## config.mk

```make
export PLATFORM = sky130hd
export DESIGN_NAME = multi_norm_multiplier
export DESIGN_NICKNAME = d
export VERILOG_FILES = /design/src/rtl/multi_norm_multiplier_pkg.sv /design/src/rtl/multi_norm_multiplier_mantissa_normalizer.sv /design/src/rtl/multi_norm_multiplier.sv
export SDC_FILE = /design/constraint.sdc
export NUM_CORES = 1
export LEC_CHECK = 0
export BUFFER_PORTS_ARGS = -buffer_cell sky130_fd_sc_hd__buf_2
export CORE_MARGIN = 8
export CORE_UTILIZATION = 45
export DETAILED_ROUTE_END_ITERATION = 8
export PLACE_DENSITY = 0.65
export SYNTH_ARGS = -nofsm -noshare
export SYNTH_HDL_FRONTEND = slang
export SYNTH_SLANG_ARGS = --single-unit
export TNS_END_PERCENT = 20
```

## constraint.sdc

```tcl
create_clock -name clk -period 4.2 [get_ports clk]
set_input_delay 0.42 -clock clk [delete_from_list [all_inputs] [get_ports clk]]
set_output_delay 0.42 -clock clk [all_outputs]
set_load 0.01 [all_outputs]
```

## src/rtl/multi_norm_multiplier_pkg.sv

```systemverilog
// Shared FPU mantissa-datapath package.
// Holds the sequencing state type and the default mantissa width used by
// the multi-cycle multiplier and the multi-cycle normalized divider.
package multi_norm_multiplier_pkg;

  // Default mantissa width, leading 1 included (single precision).
  localparam int MANT_WIDTH = 24;

  // Sequencing states shared by the multi-cycle mantissa units.
  typedef enum logic [1:0] {
    IDLE = 2'd0,
    CALC = 2'd1,
    NORM = 2'd2
  } state_t;

endpackage : multi_norm_multiplier_pkg

```

## src/rtl/multi_norm_multiplier_mantissa_normalizer.sv

```systemverilog
// mantissa_normalizer
// Combinational normalizer for a raw 2*INWIDTH-bit mantissa product whose
// value lies in [1,4). It shifts the product so that the leading 1 sits at
// the MSB of the result mantissa and extracts guard, round and sticky bits.
//
// Optional feature: MULTI_NORM_MULTIPLIER_STICKY_EN
//   defined     - sticky is the OR of every bit below the round bit
//   not defined - sticky is tied to 0 and the OR-reduction is not built
//
// Ports
//   p        in  2*INWIDTH  raw product, binary point below bit 2*INWIDTH-2
//   product  out OUTWIDTH   normalized mantissa, leading 1 at MSB
//   guard    out 1          first bit below product LSB
//   round    out 1          second bit below product LSB
//   sticky   out 1          OR of all remaining lower bits
//   overflow out 1          raw product >= 2.0
module mantissa_normalizer #(
  parameter int INWIDTH  = 24,
  parameter int OUTWIDTH = 24
) (
  input  logic [2*INWIDTH-1:0] p,
  output logic [OUTWIDTH-1:0]  product,
  output logic                 guard,
  output logic                 round,
  output logic                 sticky,
  output logic                 overflow
);

  localparam int PW = 2 * INWIDTH;
  // Bits left below the round bit; at least 1 for any legal OUTWIDTH.
  localparam int LOW = PW - OUTWIDTH - 2;

  logic [PW-1:0] shifted_s;

  // Align the leading 1 to the MSB: products below 2.0 have it one bit lower.
  always_comb begin
    shifted_s = p;
    if (p[PW-1]) begin
      shifted_s = p;
    end else begin
      shifted_s = {p[PW-2:0], 1'b0};
    end
  end

  assign overflow = p[PW-1];
  assign product  = shifted_s[PW-1 -: OUTWIDTH];
  assign guard    = shifted_s[PW-1-OUTWIDTH];
  assign round    = shifted_s[PW-2-OUTWIDTH];

`ifdef MULTI_NORM_MULTIPLIER_STICKY_EN
  assign sticky = |shifted_s[LOW-1:0];
`else
  // Low bits are only needed for sticky; keep them visibly consumed.
  logic unused_low_s;
  assign unused_low_s = |shifted_s[LOW-1:0];
  assign sticky       = 1'b0;
`endif

endmodule : mantissa_normalizer

```

## src/rtl/multi_norm_multiplier.sv

```systemverilog
// multi_norm_multiplier
// Multi-cycle shift-add multiplier for two normalized mantissas (1.xxx).
// One partial-product step per cycle for INWIDTH cycles, then a single
// normalization cycle; results are registered and held until the next
// operation completes.
//
// Optional feature: MULTI_NORM_MULTIPLIER_STICKY_EN (see mantissa_normalizer)
//
// Ports
//   clk              in  1         clock
//   reset            in  1         asynchronous, active-high reset
//   start            in  1         begin operation, sampled only in IDLE
//   multiplicand_in  in  INWIDTH   normalized operand A
//   multiplier_in    in  INWIDTH   normalized operand B
//   busy             out 1         operation in progress
//   done             out 1         one-cycle pulse, results valid
//   product          out OUTWIDTH  normalized mantissa, leading 1 at MSB
//   guard            out 1         first bit below product LSB
//   round            out 1         second bit below product LSB
//   sticky           out 1         OR of all remaining lower bits
//   overflow         out 1         raw product >= 2.0, bump the exponent
module multi_norm_multiplier
  import multi_norm_multiplier_pkg::*;
#(
  parameter int INWIDTH    = MANT_WIDTH,
  parameter int OUTWIDTH   = MANT_WIDTH,
  parameter int COUNTWIDTH = $clog2(INWIDTH)
) (
  input  logic                clk,
  input  logic                reset,
  input  logic                start,
  input  logic [INWIDTH-1:0]  multiplicand_in,
  input  logic [INWIDTH-1:0]  multiplier_in,
  output logic                busy,
  output logic                done,
  output logic [OUTWIDTH-1:0] product,
  output logic                guard,
  output logic                round,
  output logic                sticky,
  output logic                overflow
);

  localparam int CNT_W = COUNTWIDTH + 1;
  // Count value seen during the final CALC step.
  localparam logic [CNT_W-1:0] LAST_STEP = CNT_W'(INWIDTH - 1);

  state_t              state_r;
  logic [INWIDTH-1:0]  mcand_r;
  logic [INWIDTH-1:0]  acc_r;
  logic [INWIDTH-1:0]  mplr_r;
  logic [CNT_W-1:0]    count_r;
  logic                busy_r;
  logic                done_r;
  logic [OUTWIDTH-1:0] product_r;
  logic                guard_r;
  logic                round_r;
  logic                sticky_r;
  logic                overflow_r;

  logic [INWIDTH:0]    sum_s;
  logic [OUTWIDTH-1:0] norm_product_s;
  logic                norm_guard_s;
  logic                norm_round_s;
  logic                norm_sticky_s;
  logic                norm_overflow_s;

  // Partial-product add: carry-out becomes the new MSB of the accumulator.
  always_comb begin
    sum_s = {1'b0, acc_r};
    if (mplr_r[0]) begin
      sum_s = {1'b0, acc_r} + {1'b0, mcand_r};
    end else begin
      sum_s = {1'b0, acc_r};
    end
  end

  mantissa_normalizer #(
    .INWIDTH  (INWIDTH),
    .OUTWIDTH (OUTWIDTH)
  ) u_normalizer (
    .p        ({acc_r, mplr_r}),
    .product  (norm_product_s),
    .guard    (norm_guard_s),
    .round    (norm_round_s),
    .sticky   (norm_sticky_s),
    .overflow (norm_overflow_s)
  );

  // Sequencer: load operands, run INWIDTH shift-add steps, register result.
  always_ff @(posedge clk or posedge reset) begin
    if (reset) begin
      state_r    <= IDLE;
      mcand_r    <= '0;
      acc_r      <= '0;
      mplr_r     <= '0;
      count_r    <= '0;
      busy_r     <= 1'b0;
      done_r     <= 1'b0;
      product_r  <= '0;
      guard_r    <= 1'b0;
      round_r    <= 1'b0;
      sticky_r   <= 1'b0;
      overflow_r <= 1'b0;
    end else begin
      done_r <= 1'b0;
      case (state_r)
        IDLE: begin
          if (start) begin
            mcand_r <= multiplicand_in;
            mplr_r  <= multiplier_in;
            acc_r   <= '0;
            count_r <= '0;
            busy_r  <= 1'b1;
            state_r <= CALC;
          end else begin
            busy_r  <= 1'b0;
            state_r <= IDLE;
          end
        end
        CALC: begin
          // The multiplier register doubles as the low half of the product.
          acc_r   <= sum_s[INWIDTH:1];
          mplr_r  <= {sum_s[0], mplr_r[INWIDTH-1:1]};
          count_r <= count_r + CNT_W'(1);
          if (count_r == LAST_STEP) begin
            state_r <= NORM;
          end else begin
            state_r <= CALC;
          end
        end
        NORM: begin
          product_r  <= norm_product_s;
          guard_r    <= norm_guard_s;
          round_r    <= norm_round_s;
          sticky_r   <= norm_sticky_s;
          overflow_r <= norm_overflow_s;
          done_r     <= 1'b1;
          busy_r     <= 1'b0;
          state_r    <= IDLE;
        end
        default: begin
          busy_r  <= 1'b0;
          state_r <= IDLE;
        end
      endcase
    end
  end

  assign busy     = busy_r;
  assign done     = done_r;
  assign product  = product_r;
  assign guard    = guard_r;
  assign round    = round_r;
  assign sticky   = sticky_r;
  assign overflow = overflow_r;

endmodule : multi_norm_multiplier

```

; Word-level counts from Yosys, hierarchy flattened
; Cells that the tools add are included.
[totals]
reg_bits = 109
output_inout_bits = 30
[op_classes]
add_sub_neg = 2
n_eq_ne = 4
n_mux = 14
reduce_logical = 4
[op_table]
columns = cell, n
row1 = one-hot mux 24 bit (2 select lines), 2
row2 = 2-to-1 mux 24 bit, 2
row3 = 2-to-1 mux 48 bit, 1
row4 = adder 24 x 24 -> 25 bit, 1
row5 = 2-to-1 mux 25 bit, 1
row6 = one-hot mux 6 bit (2 select lines), 1
row7 = "adder 6 x 1 -> 6 bit, second input constant", 1
row8 = "equality test 6 x 5 -> 1 bit, second input constant", 1
row9 = 2-to-1 mux 6 bit, 1
row10 = one-hot mux 2 bit (2 select lines), 1
row11 = AND reduction 2 bit, 2
row12 = 2-to-1 mux 1 bit, 3
row13 = "equality test 2 x 1 -> 1 bit, second input constant", 1
row14 = "equality test 2 bit, second input constant", 1
row15 = zero test 2 bit, 1
row16 = 2-to-1 mux 2 bit, 1
row17 = "inequality test 2 bit, second input constant", 1
row18 = one-hot mux 1 bit (2 select lines), 1
row19 = nonzero test 2 bit, 1

; Logic depth before layout (Yosys ltp)
[depth]
depth_word = 3
ltp_mapped = 9
ltp_nobuf = 9

; Cells and area by module
; Synthesis repeated with hierarchy kept, for this count alone.
[hier_totals]
cells_unflattened = 605
hier_area_um2 = 6139.6
[modules_own_cells]
columns = module, instances, cells_each, area_each_um2
row1 = multi_norm_multiplier, 1, 573, 5710.5
row2 = mantissa_normalizer, 1, 32, 429.2

; Worst setup path before layout
; Ideal clock, no wire load.
[synth_path]
path_kind = flip-flop to flip-flop
start = reg acc_r[0]
end = reg acc_r[13]
arrival_ns = 2.276
t_required_ns = 4.067
setup_slack_ns = 1.791
stages_incl_launch_ff = 10
n_path_buf = 0
cell_sequence = dfrtp_1 > ha_1 > fa_1 > a21oi_1 > nor2_1 > nand4b_1 > a311o_1 > a41oi_1 > xor2_1 > o21ai_0
[synth_between]
elab_chain_len = 3
[synth_lines]
columns = item, line_no
row1 = "start, declared", multi_norm_multiplier.sv:49  ; logic [INWIDTH-1:0] acc_r;
row2 = "start signal, assigned", multi_norm_multiplier.sv:122  ; acc_r <= sum_s[INWIDTH:1];
row3 = adder 24 x 24 -> 25 bit, multi_norm_multiplier.sv:71  ; sum_s = {1'b0, acc_r} + {1'b0, mcand_r};
row4 = 2-to-1 mux 25 bit, multi_norm_multiplier.sv:70  ; if (mplr_r[0]) begin
row5 = one-hot mux 24 bit (2 select lines), multi_norm_multiplier.sv:106  ; case (state_r)
; Every way passes these cells.
; A chain may end at the register's enable or synchronous reset.

; Final worst setup path
; Ends and elaborated chain as after synthesis.

==> flow_metrics.tcl <==
set metrics [dict create \
    synthXorXnorAreaFrac 0.0273 \
    drv_cap 0 \
    status "completed" \
    ioPinCount 81 \
    setup_viol 0 \
    final_cell_mix "nand2_1 (172), dfrtp_1 (109), buf_2 (79)" \
    drcViolationCount 0 \
    placed_area_um2 6280 \
    final.setup.tns_ps 0 \
    grt_util_all_layers 0.172 \
    n_antenna_cell 0 \
    clock_skew_ps 9.39 \
    synth_nets 705 \
    port_buffers 79 \
    synthFlopType "dfrtp_1" \
    fin_area_um2 6550 \
    rsz0062_at_grt "no" \
    powerDensity_nw_per_um2 788 \
    nets 766 \
    slowest_stage "a311o_1" \
    synth.avg_cell_area_um2 9.19 \
    hold_violations 0 \
    max_freq_mhz 368 \
    via_per_inst 5.33 \
    start_util 0.459 \
    num_rows 41 \
    antenna_found_initial 0 \
    required_ps 4410 \
    synth.area.top_cells "dfrtp_1 (47%), nand2_1 (11%), ha_1 (5.4%), o21ai_0 (5.1%), mux2i_1 (5.0%)" \
    post_cts.repair.setup_buffers 0 \
    crit_fanout 5 \
    dieWidth_um 129 \
    rr_startpoint "acc_r[0]" \
    die_area_um2 16700 \
    gp_congestion 0.876 \
    critPathArrivalTime_ps 2920 \
    crit_chain "ha_1, fa_1, a21oi_1, nor2_1, nand4b_1, a311o_1, a41oi_1, xor2_1, o21ai_0" \
    min_period_over_period 0.647 \
    cp-start-kind "flip-flop" \
    hp-class "in -> reg" \
    core_region_area_um2 12600 \
    area_delta_synth_final_pct 13.5 \
    leakage_uw 0.00314 \
    tritoncts "done" \
    synth_seq_cells 109 \
    cts_made_buffers 9 \
    relSlewSlack 0.322 \
    dieHeight_um 129 \
    yosys_warnings 0 \
    clk_latency_ps 360 \
    synth_compound_area_frac 0.179 \
    holdBufCountCts 0 \
    syn_inst 628 \
    synth-edff-count 0 \
    ys_async_sr_fraction 1.00 \
    path_clk_slew_ps 70 \
    worstHoldStart "multiplicand_in[21]" \
    drtAntennaViolNets 0 \
    synth.yosys.seq_area_share 0.473 \
    grt_max_degree 85 \
    synth-simple-area-share 0.179 \
    final_common_cell "nand2_1" \
    ctsLongestPathBuffers 2 \
    cts_root_buffer "clkbuf_16" \
    hpwlAfterDp_mm 9.58 \
    synth_largest_area_cell "dfrtp_1" \
    grt_pass1_vias 4639 \
    drt_iter0_markers 275 \
    crit_path_start "acc_r[0]" \
    finalMaxSlewViolations 0 \
    dr_total_vias 4610 \
    max_stage_delay_ps 440 \
    critPathKind "reg -> reg" \
    synth_fa_ha_area_frac 0.0577 \
    muxShareOfSynthArea 0.0542 \
    grt_overflow_total 0 \
    synth_top_area_frac 0.473 \
    drive_gt1_frac 0.169 \
    ys_types 63 \
    htree_levels 3 \
    totalWireLength_mm 13.5 \
    synth_area_um2 5770 \
    cp-end-kind "flip-flop" \
    fillCellCount 1215 \
    worst_pin_slew_ps 1020 \
    cts-resized-gates 0 \
    synth_top_family_by_area "simple AND/OR/NAND/NOR gates" \
    min_period_ps 2720 \
    peakVddDrop_uv 278 \
    cts.sinks 109 \
    grt_pass1_wl_mm 22.8 \
    dr.pass1.iters 4 \
    routedWlPerCell_um 15.7 \
]
-- logic make-up (layout without fill, tap and decap cells) --
logic type / after synthesis / in the layout
xor+xnor: 18 / 18
other cells: 1 / 1
fa+ha+maj: 26 / 26
mux: 31 / 31
simple gates: 241 / 241
buf+inv: 41 / 106
compound gates: 161 / 161
flops: 109 / 109
-- worst paths after layout --
path / to / slack (ps) / cells after the start
worst max register to register: acc_r[13] / 1480 / 9
worst min-delay path: mcand_r[21] / 250 / 3
worst max-delay path: acc_r[13] / 1480 / 9
max in group asynchronous: product[12] / 2970 / 3
worst min register to register: product[9] / 470 / 2
min in group asynchronous: mplr_r[19] / 310 / 2
-- worst max-delay path: cells and delay by family (launching register included) --
kind / cells / cell delay [ps]
flops: 1 / 420
fa+ha+maj: 2 / 650
compound gates: 4 / 1040
xor+xnor: 1 / 160
simple gates: 2 / 280
-- flip-flops by register name (all words and copies together), names as in the netlist --
register and count:
mplr_r 24, guard 1, state_r 2, acc_r 24, count_r 6, round 1
overflow 1, done 1, busy 1, product 24, mcand_r 24
-- cells in the mapped netlist (8+ instances only) --
| library cell | instances |
|---|---|
| ha_1 | 25 |
| a22oi_1 | 31 |
| clkbuf_1 | 30 |
| o21ai_0 | 59 |
| dfrtp_1 | 109 |
| a21oi_1 | 31 |
| nor3_1 | 8 |
| xnor2_1 | 8 |
| xor2_1 | 10 |
| nand2_1 | 172 |
| nor2_1 | 16 |
| mux2i_1 | 29 |
| nand3_1 | 14 |
-- through the flow --
| step | power, uW | hold WS [ps] | cells | setup slack [ps] | utilization |
|---|---|---|---|---|---|
| floorplan | 3750 | 445 | 628 | 906 | - |
| global placement | 4290 | 456 | 850 | 1540 | 0.500 |
| detailed placement | 4360 | 459 | 850 | 1510 | 0.500 |
| CTS | 5180 | 233 | 865 | 1500 | 0.521 |
| global route | 5620 | 243 | 865 | 1280 | 0.521 |
| finish | 5160 | 248 | 865 | 1480 | 0.521 |
-- where the power goes --
part           switching [uW]  total (uW)  internal [uW]
Sequential                379        1840           1460
Clock                     381         799            417
Combinational            1470        2520           1060
-- layer usage --
layer  global-route usage  share of wire  wire length, um
met4               0.0698          0.012              162
met1                0.230           0.47             6420
met2                0.264           0.44             5900
met3               0.0403          0.078             1060
met5                    0              0                0
-- area by class of cell --
class | instances | area [um2] | area share
clock buffer | 12 | 246 | 0.0376
multi-input combinational | 478 | 2870 | 0.439
sequential | 109 | 2730 | 0.416
tap | 172 | 215 | 0.0329
inverter | 6 | 25.0 | 0.00382
clock inverter | 3 | 22.5 | 0.00344
timing repair buffer | 85 | 440 | 0.0672
Power figures use the tool's default switching activity.
